File: config.mk
export PLATFORM = sky130hd
export DESIGN_NAME = fxyz_sweep_ctrl
export DESIGN_NICKNAME = d
export VERILOG_FILES = /design/src/rtl/fxyz_pkg.sv /design/src/rtl/fxyz_sweep_ctrl_settle.sv /design/src/rtl/fxyz_sweep_ctrl.sv
export SDC_FILE = /design/constraint.sdc
export NUM_CORES = 1
export LEC_CHECK = 0
export BUFFER_PORTS_ARGS = -buffer_cell sky130_fd_sc_hd__buf_2
export CORE_MARGIN = 2
export CORE_UTILIZATION = 32
export DETAILED_ROUTE_END_ITERATION = 8
export SLEW_MARGIN = 15
export SYNTH_ARGS = -nofsm -noshare
export SYNTH_HDL_FRONTEND = slang
export SYNTH_SLANG_ARGS = --single-unit
File: constraint.sdc
create_clock -name clk -period 2.8 [get_ports clk]
set_input_delay 0.56 -clock clk [delete_from_list [all_inputs] [get_ports clk]]
set_output_delay 0.56 -clock clk [all_outputs]
set_load 0.1 [all_outputs]
File: src/rtl/fxyz_pkg.sv
// Shared types and constants for the x/y/z truth-table sweep controller.
package fxyz_pkg;

  localparam int unsigned IDX_W    = 3;
  localparam int unsigned SETTLE_W = 4;

  // Expected table of s = (x & ~y)' & z, bit i for {x,y,z} = i.
  localparam logic [7:0] GOLDEN_TABLE = 8'h8A;

  typedef enum logic [1:0] {
    IDLE,
    RUN,
    DONE
  } state_e;

endpackage

File: src/rtl/fxyz_sweep_ctrl_settle.sv
// Settle timer: counts the cycles one input combination is held.
// last_o is high on the final settle cycle of the current combination.
module fxyz_settle_timer
  import fxyz_pkg::*;
#(
  parameter int unsigned SETTLE_CYCLES = 1
) (
  input  logic clk,
  input  logic rst,
  input  logic load_i,
  input  logic tick_i,
  output logic last_o
);

  localparam logic [SETTLE_W-1:0] LAST_CNT = SETTLE_W'(SETTLE_CYCLES - 1);

  logic [SETTLE_W-1:0] cnt_q, cnt_d;

  assign last_o = (cnt_q == LAST_CNT);

  // Next count: load restarts, tick advances and wraps after the last cycle.
  always_comb begin
    cnt_d = cnt_q;
    if (load_i) begin
      cnt_d = '0;
    end else if (tick_i) begin
      cnt_d = last_o ? '0 : cnt_q + SETTLE_W'(1);
    end
  end

  // Count register.
  always_ff @(posedge clk or posedge rst) begin
    if (rst) cnt_q <= '0;
    else     cnt_q <= cnt_d;
  end

endmodule

File: src/rtl/fxyz_sweep_ctrl.sv
// Sweep controller: steps {x,y,z} through all 8 combinations, waits
// SETTLE_CYCLES per combination, and captures the evaluator result s.
// Optional golden-table compare enabled by defining FXYZ_CHECK_EN.
module fxyz_sweep_ctrl
  import fxyz_pkg::*;
#(
  parameter int unsigned SETTLE_CYCLES = 1
) (
  input  logic             clk,
  input  logic             reset,
  input  logic             start,
  input  logic             abort,
  output logic             x,
  output logic             y,
  output logic             z,
  input  logic             s,
  output logic [IDX_W-1:0] idx,
  output logic             busy,
  output logic             done,
  output logic             table_valid,
  output logic [7:0]       table_out,
  output logic             mismatch
);

  localparam logic [IDX_W-1:0] IDX_LAST = '1;

  state_e           state_q, state_d;
  logic [IDX_W-1:0] idx_q, idx_d;
  logic [7:0]       table_q, table_d;
  logic             valid_q, valid_d;
  logic             settle_load, settle_tick, settle_last;

  fxyz_settle_timer #(
    .SETTLE_CYCLES(SETTLE_CYCLES)
  ) u_settle (
    .clk    (clk),
    .rst    (reset),
    .load_i (settle_load),
    .tick_i (settle_tick),
    .last_o (settle_last)
  );

  // State and datapath registers.
  always_ff @(posedge clk or posedge reset) begin
    if (reset) begin
      state_q <= IDLE;
      idx_q   <= '0;
      table_q <= '0;
      valid_q <= 1'b0;
    end else begin
      state_q <= state_d;
      idx_q   <= idx_d;
      table_q <= table_d;
      valid_q <= valid_d;
    end
  end

  // Next-state: abort wins over the final sample, so no write and no DONE.
  always_comb begin
    state_d = state_q;
    unique case (state_q)
      IDLE:    if (start) state_d = RUN;
      RUN: begin
        if (abort)                                 state_d = IDLE;
        else if (settle_last && idx_q == IDX_LAST) state_d = DONE;
      end
      DONE:    state_d = IDLE;
      default: state_d = IDLE;
    endcase
  end

  // Datapath next values: clear on start, sample and step idx in RUN.
  always_comb begin
    idx_d       = idx_q;
    table_d     = table_q;
    valid_d     = valid_q;
    settle_load = 1'b0;
    settle_tick = 1'b0;
    unique case (state_q)
      IDLE: begin
        if (start) begin
          idx_d       = '0;
          table_d     = '0;
          valid_d     = 1'b0;
          settle_load = 1'b1;
        end
      end
      RUN: begin
        if (abort) begin
          idx_d = '0;
        end else begin
          settle_tick = 1'b1;
          if (settle_last) begin
            table_d[idx_q] = s;
            idx_d          = idx_q + IDX_W'(1);
            if (idx_q == IDX_LAST) valid_d = 1'b1;
          end
        end
      end
      default: ;
    endcase
  end

  // Outputs decoded from state and registers.
  always_comb begin
    {x, y, z}   = idx_q;
    idx         = idx_q;
    busy        = (state_q == RUN);
    done        = (state_q == DONE);
    table_valid = valid_q;
    table_out   = table_q;
  end

`ifdef FXYZ_CHECK_EN
  logic mismatch_q, mismatch_d;

  // Compare the table being written at the DONE-entry edge; clear on start/abort.
  always_comb begin
    mismatch_d = mismatch_q;
    if ((state_q == IDLE && start) || (state_q == RUN && abort)) begin
      mismatch_d = 1'b0;
    end else if (state_q == RUN && state_d == DONE) begin
      mismatch_d = (table_d != GOLDEN_TABLE);
    end
  end

  // Mismatch flag register.
  always_ff @(posedge clk or posedge reset) begin
    if (reset) mismatch_q <= 1'b0;
    else       mismatch_q <= mismatch_d;
  end

  assign mismatch = mismatch_q;
`else
  assign mismatch = 1'b0;
`endif

endmodule

# Yosys cells after proc, flatten, opt, wreduce, memory -nomap -nowiden
# Index checks and enable logic that the tools add are counted.
# W data, S select, Z words.
dict set report op_classes {
  add_sub_neg 2
  n_mul 0
  div 0
  magnitude_cmp 2
  eq_ne 9
  shift 0
  mux 27
  bitwise_logic 0
  n_reduce_logical 10
}
# operator n
set ops {}
lappend ops {{$mux W8} 3}
lappend ops {{$pmux W8 S2} 1}
lappend ops {{$mux W4} 3}
lappend ops {{$mux W1} 9}
lappend ops {{$mux W3} 3}
lappend ops {{$bwmux W8} 1}
lappend ops {{$mux W2} 3}
lappend ops {{$ne A3 B2 Y1 const B} 2}
lappend ops {{$pmux W3 S2} 1}
lappend ops {{$reduce_and A5 Y1} 1}
lappend ops {{$add A4 B1 Y4 const B} 1}
lappend ops {{$logic_not A4 Y1} 1}
lappend ops {{$lt A3 B4 Y1 const B} 1}
lappend ops {{$ne A2 B1 Y1 const B} 2}
lappend ops {{$ne A2 B2 Y1 const B} 2}
lappend ops {{$pmux W2 S2} 1}
lappend ops {{$reduce_and A4 Y1} 1}
lappend ops {{$reduce_bool A2 Y1} 2}
lappend ops {{$add A3 B1 Y3 const B} 1}
lappend ops {{$demux W1 S3} 1}
lappend ops {{$eq A3 B3 Y1 const B} 1}
lappend ops {{$ge A3 B1 Y1 const B} 1}
lappend ops {{$reduce_and A3 Y1} 1}
lappend ops {{$eq A2 B1 Y1 const B} 1}
lappend ops {{5 further kinds} 6}
dict set report word_totals {
  register_bits 18
  latchBits 0
  ram_bits 0
  rom_bits 0
  in_bits 5
  output_inout_bits 18
  word_cells 55
  n_memories 0
}

# Logic depth before layout (Yosys ltp)
dict set report depth {
  depth_word 8
  mapped_depth 7
}

# Hierarchy
# From an unflattened synthesis, not the netlist that was laid out.
dict set report hier_totals {
  cells_unflattened 95
  hier_area_um2 1002.2
}
# mod n_inst cells_per_inst area_per_inst_um2 seq_area_each_um2
set by_module_without_submodules {}
lappend by_module_without_submodules {fxyz_sweep_ctrl 1 71 758.2 350.3}
lappend by_module_without_submodules {fxyz_settle_timer 1 24 244.0 100.1}

# Worst setup path after synthesis
# Ideal clock, no wire load.
dict set report synth_timing {
  kind {flip-flop to output port}
  startpoint {reg state_q[1]}
  endpoint {out done}
  t_arrival_ns 1.834
  required_ns 2.240
  path_slack_ns 0.406
  path_stages_with_launch 3
  path_buffers 1
  path_cell_list {dfrtp_1 > buf_2 > nor2b_1}
}
dict set report synth_via {
  elab_chain_len 1
}
# element line_no
set synth_lines {}
lappend synth_lines {{start, declared} fxyz_sweep_ctrl.sv:27} ;# state_e state_q, state_d;
lappend synth_lines {{start signal, assigned} fxyz_sweep_ctrl.sv:51} ;# state_q <= state_d;
lappend synth_lines {{$eq A2 B2 Y1} fxyz_sweep_ctrl.sv:109} ;# done = (state_q == DONE);
lappend synth_lines {{end, declared} fxyz_sweep_ctrl.sv:19} ;# output logic done,
# No other way between the ends.

# Worst setup path in the final report
dict set report layout_timing {
  startpoint {reg state_q[1]}
  endpoint {out busy}
}
dict set report layout_via {
  elab_chain_len 1
}
# element line_no
set layout_lines {}
lappend layout_lines {{$eq A2 B1 Y1} fxyz_sweep_ctrl.sv:108} ;# busy = (state_q == RUN);
lappend layout_lines {{end, declared} fxyz_sweep_ctrl.sv:18} ;# output logic busy,
# No other way between the ends.

==> results.rst <==
.. list-table::
   :header-rows: 1

   * - Metric
     - Value
   * - Initial core utilization
     - 33.4%
   * - RSZ-0062 raised after global routing
     - no
   * - Largest clock skew in the final design
     - 0.00844 ns
   * - Root cell of the clock tree
     - sky130_fd_sc_hd__clkbuf_4
   * - Leading cell types by count after synthesis
     - 20 x sky130_fd_sc_hd__o21ai_1, 18 x sky130_fd_sc_hd__dfrtp_1, 8 x sky130_fd_sc_hd__nand3_1
   * - Path type of the worst min-delay path
     - in2async
   * - Class of the most critical setup path
     - reg2out
   * - Boundary pin count
     - 23
   * - Number of non-filler instances in the completed layout
     - 164
   * - Area share of the largest cell type after synthesis
     - 44.2%
   * - Post-DP HPWL
     - 1530 um
   * - Routed WL per cell
     - 13.0 um
   * - Fraction of layout instances using a drive strength above 1
     - 24.2%
   * - Vertical extent of the die
     - 60.5 um
   * - TritonRoute pass-1 iters
     - 4
   * - Post-synth net total
     - 115
   * - Syn_area_per_cell
     - 9.62 sq um
   * - Maximum number of pins on one net before global-route repair
     - 19
   * - Number of cells after detailed placement
     - 160
   * - Initial antenna violation count
     - 0
   * - H-Tree Depth
     - 1
   * - Library cell with the highest instance count after synthesis
     - sky130_fd_sc_hd__o21ai_1
   * - Residual DRC count
     - 0
   * - Power per cell area
     - 609 nW/um^2
   * - Port Buffers
     - 21
   * - Overflow after GRT
     - 0
   * - Drt total wl
     - 2130 um
   * - Outcome
     - complete, no violations
   * - Final-layout worst hold slack
     - 0.347 ns
   * - Clock buffers created by TritonCTS
     - 3
   * - R2R cell count
     - 6
   * - Antenna diodes
     - 0
   * - Final cycle utilization of the critical path
     - 80.0%
   * - DRT iter0 DRCs
     - 34
   * - Number of global-route vias before repair
     - 769
   * - Yosys reg bits
     - 18
   * - Pins over their slew limit
     - 0
   * - Maximum fanout along the worst path
     - 11
   * - Number of gates resized after CTS
     - 0
   * - Worst setup EP type
     - output pin
   * - Transition at the pin with the smallest max-transition slack
     - 0.699 ns
   * - Core area
     - 3050 sq um
   * - Number of buffers between clock root and the deepest sink
     - 2
   * - Routability cong.
     - 0.747
   * - Cell type with the highest aggregate area in the netlist
     - sky130_fd_sc_hd__dfrtp_1
   * - Global-route wire length before repair
     - 3500 um
   * - TritonCTS clock tree
     - built
   * - Most used flip-flop cell after synthesis
     - sky130_fd_sc_hd__dfrtp_1
   * - Worst slew margin relative to its limit
     - 53.4%
   * - Area enclosed by the die boundary
     - 3650 sq um
   * - Clock-pin slew reported for the worst setup and hold paths after clock tree synthesis
     - 0.11 ns
   * - Fraction of registers with async set/reset
     - 100%
   * - Final Worst Setup Slack
     - 0.561 ns
   * - Via density per instance
     - 5.17
   * - NumNets Final
     - 130
   * - Max Cap Viol
     - 0
   * - Yosys warnings
     - 0
   * - Clock latency reported for the late side of the worst-skew pair
     - 0.30 ns
   * - Post-CTS repair timing setup buffer count
     - 0
   * - Aggregate negative setup slack
     - 0 ns
   * - Total of endpoints with negative setup slack in the final report
     - 0
   * - Peak supply drop
     - 0.000222 V
   * - Antenna-violating nets left
     - 0
   * - Hold-fix buffer count after cts
     - 0
   * - Instance count of the mapped netlist
     - 106
   * - Portion of the post-synthesis area used by sequential elements
     - 44.2%
   * - Clock sink count
     - 18
   * - Critical path data required time
     - 2.24 ns
   * - Post-route minimum period
     - 2.24 ns
   * - Endpoints failing hold
     - 0
   * - Die Wd
     - 60.5 um
   * - Standard-cell rows
     - 20
   * - Overall Global Routing Usage
     - 12.9%
   * - Maximum clock frequency
     - 0.447 GHz
   * - Worst setup SP type
     - flip-flop
   * - Post-synthesis cell type count
     - 29
   * - Cell types with the largest area share after synthesis
     - sky130_fd_sc_hd__dfrtp_1 44%, sky130_fd_sc_hd__o21ai_1 9.8%, sky130_fd_sc_hd__ha_1 4.9%
   * - DR vias
     - 848
   * - Worst Path Arrival
     - 1.68 ns
   * - Pleak
     - 0.000582 uW
   * - Final standard cell utilization of the core
     - 37.6%
   * - Setup WS pre-CTS
     - 0.899 ns
   * - Area Growth Syn to Fin
     - 12.6%
   * - Post-synth design cell area
     - 1020 sq um
   * - Number of enable-type register cells in the synthesized netlist
     - 0
==> layout by cell type, fill, tap and decap left out <==
| master | synthesis | routed |
|---|---|---|
| sky130_fd_sc_hd__a21oi_1 | 1 | 1 |
| sky130_fd_sc_hd__and3_1 | 1 | 1 |
| sky130_fd_sc_hd__a32o_2 | 1 | 1 |
| sky130_fd_sc_hd__ha_1 | 4 | 4 |
| sky130_fd_sc_hd__buf_2 | 3 | 21 |
| sky130_fd_sc_hd__nor3b_4 | 2 | 2 |
| sky130_fd_sc_hd__a41oi_1 | 4 | 4 |
| sky130_fd_sc_hd__o21ai_1 | 20 | 20 |
| sky130_fd_sc_hd__a32o_1 | 1 | 1 |
| sky130_fd_sc_hd__inv_1 | 6 | 6 |
| sky130_fd_sc_hd__dfrtp_1 | 18 | 18 |
| sky130_fd_sc_hd__xnor2_1 | 1 | 1 |
| sky130_fd_sc_hd__conb_1 | 1 | 1 |
| sky130_fd_sc_hd__nor2b_1 | 2 | 2 |
| sky130_fd_sc_hd__clkbuf_8 | 0 | 1 |
| sky130_fd_sc_hd__clkbuf_4 | 0 | 3 |
| sky130_fd_sc_hd__nand3_1 | 8 | 8 |
| sky130_fd_sc_hd__nand3b_1 | 1 | 1 |
| sky130_fd_sc_hd__nor3_1 | 1 | 1 |
| sky130_fd_sc_hd__nor2_1 | 3 | 3 |
| sky130_fd_sc_hd__nand2b_1 | 3 | 3 |
| sky130_fd_sc_hd__or3b_4 | 1 | 1 |
| sky130_fd_sc_hd__o21bai_1 | 1 | 1 |
| sky130_fd_sc_hd__a31oi_1 | 4 | 4 |
| sky130_fd_sc_hd__a21o_1 | 3 | 3 |
| sky130_fd_sc_hd__o22a_1 | 1 | 1 |
| sky130_fd_sc_hd__nand2_1 | 4 | 4 |
| sky130_fd_sc_hd__a22o_1 | 3 | 3 |
==> layout make-up <==
class | instances | area (sq um)
Fill cell | 334 | 1900
Multi-Input combinational cell | 71 | 479
Sequential cell | 18 | 450
Timing Repair Buffer | 21 | 105
Tap cell | 44 | 55.1
Clock buffer | 4 | 36.3
Inverter | 6 | 22.5
==> path summary, 6_finish.rpt <==
| path | slack (ns) | to | start |
|---|---|---|---|
| setup / recovery | 0.56 | busy | state_q[1] |
| hold / removal | 0.35 | state_q[1] | reset |
| setup reg to reg | 0.92 | table_out[7] | u_settle.cnt_q[0] |
| hold reg to reg | 0.51 | table_out[4] | table_out[4] |
| max in group asynchronous | 2.01 | table_out[3] | reset |
| min in group clk | 0.51 | table_out[4] | table_out[4] |
==> metal layers <==
layer	vias to the layer above	GRT usage, %	wire length (um)
met5	-	0	0
met4	0	4.66	27
met3	7	5.33	134
met2	31	18.6	920
met1	403	17.4	1040
li1	407	-	-
==> worst max-delay path, cell delays in order, from the launching register on <==
cell                       delay (ns)
sky130_fd_sc_hd__dfrtp_1         0.49
sky130_fd_sc_hd__nand2b_1        0.36
sky130_fd_sc_hd__inv_1           0.10
sky130_fd_sc_hd__buf_2           0.43
==> flip-flops by register name, summed over array words and instances, names as in the netlist <==
signal,count
idx,3
table_out,8
table_valid,1
u_settle.cnt_q,4
state_q,2
==> where the power goes <==
group | leakage, uW | switching [uW] | internal, uW | total, uW
registers | 0.000247 | 19.6 | 273 | 293
clock network | 0.0000210 | 83.7 | 79.3 | 163
logic | 0.000314 | 201 | 43.5 | 244
total | 0.000582 | 304 | 396 | 700
==> through the flow <==
stage / power (uW) / area [sq um]
finish: 700 / 1150
global route: 737 / 1150
CTS: 710 / 1150
detailed placement: 542 / 1110
global placement: 541 / 1110
floorplan: 512 / 1020
==> kinds of logic (layout without fill, tap and decap cells) <==
family,Yosys count,count (layout),share of synthesized area (%)
other cells,1,1,0.368
flops,18,18,44.2
fa+ha+maj,4,4,4.91
compound gates,39,39,24.7
buf+inv,17,31,8.83
simple gates,26,26,16.2
xor+xnor,1,1,0.859
(Power assumes the default switching activity.)
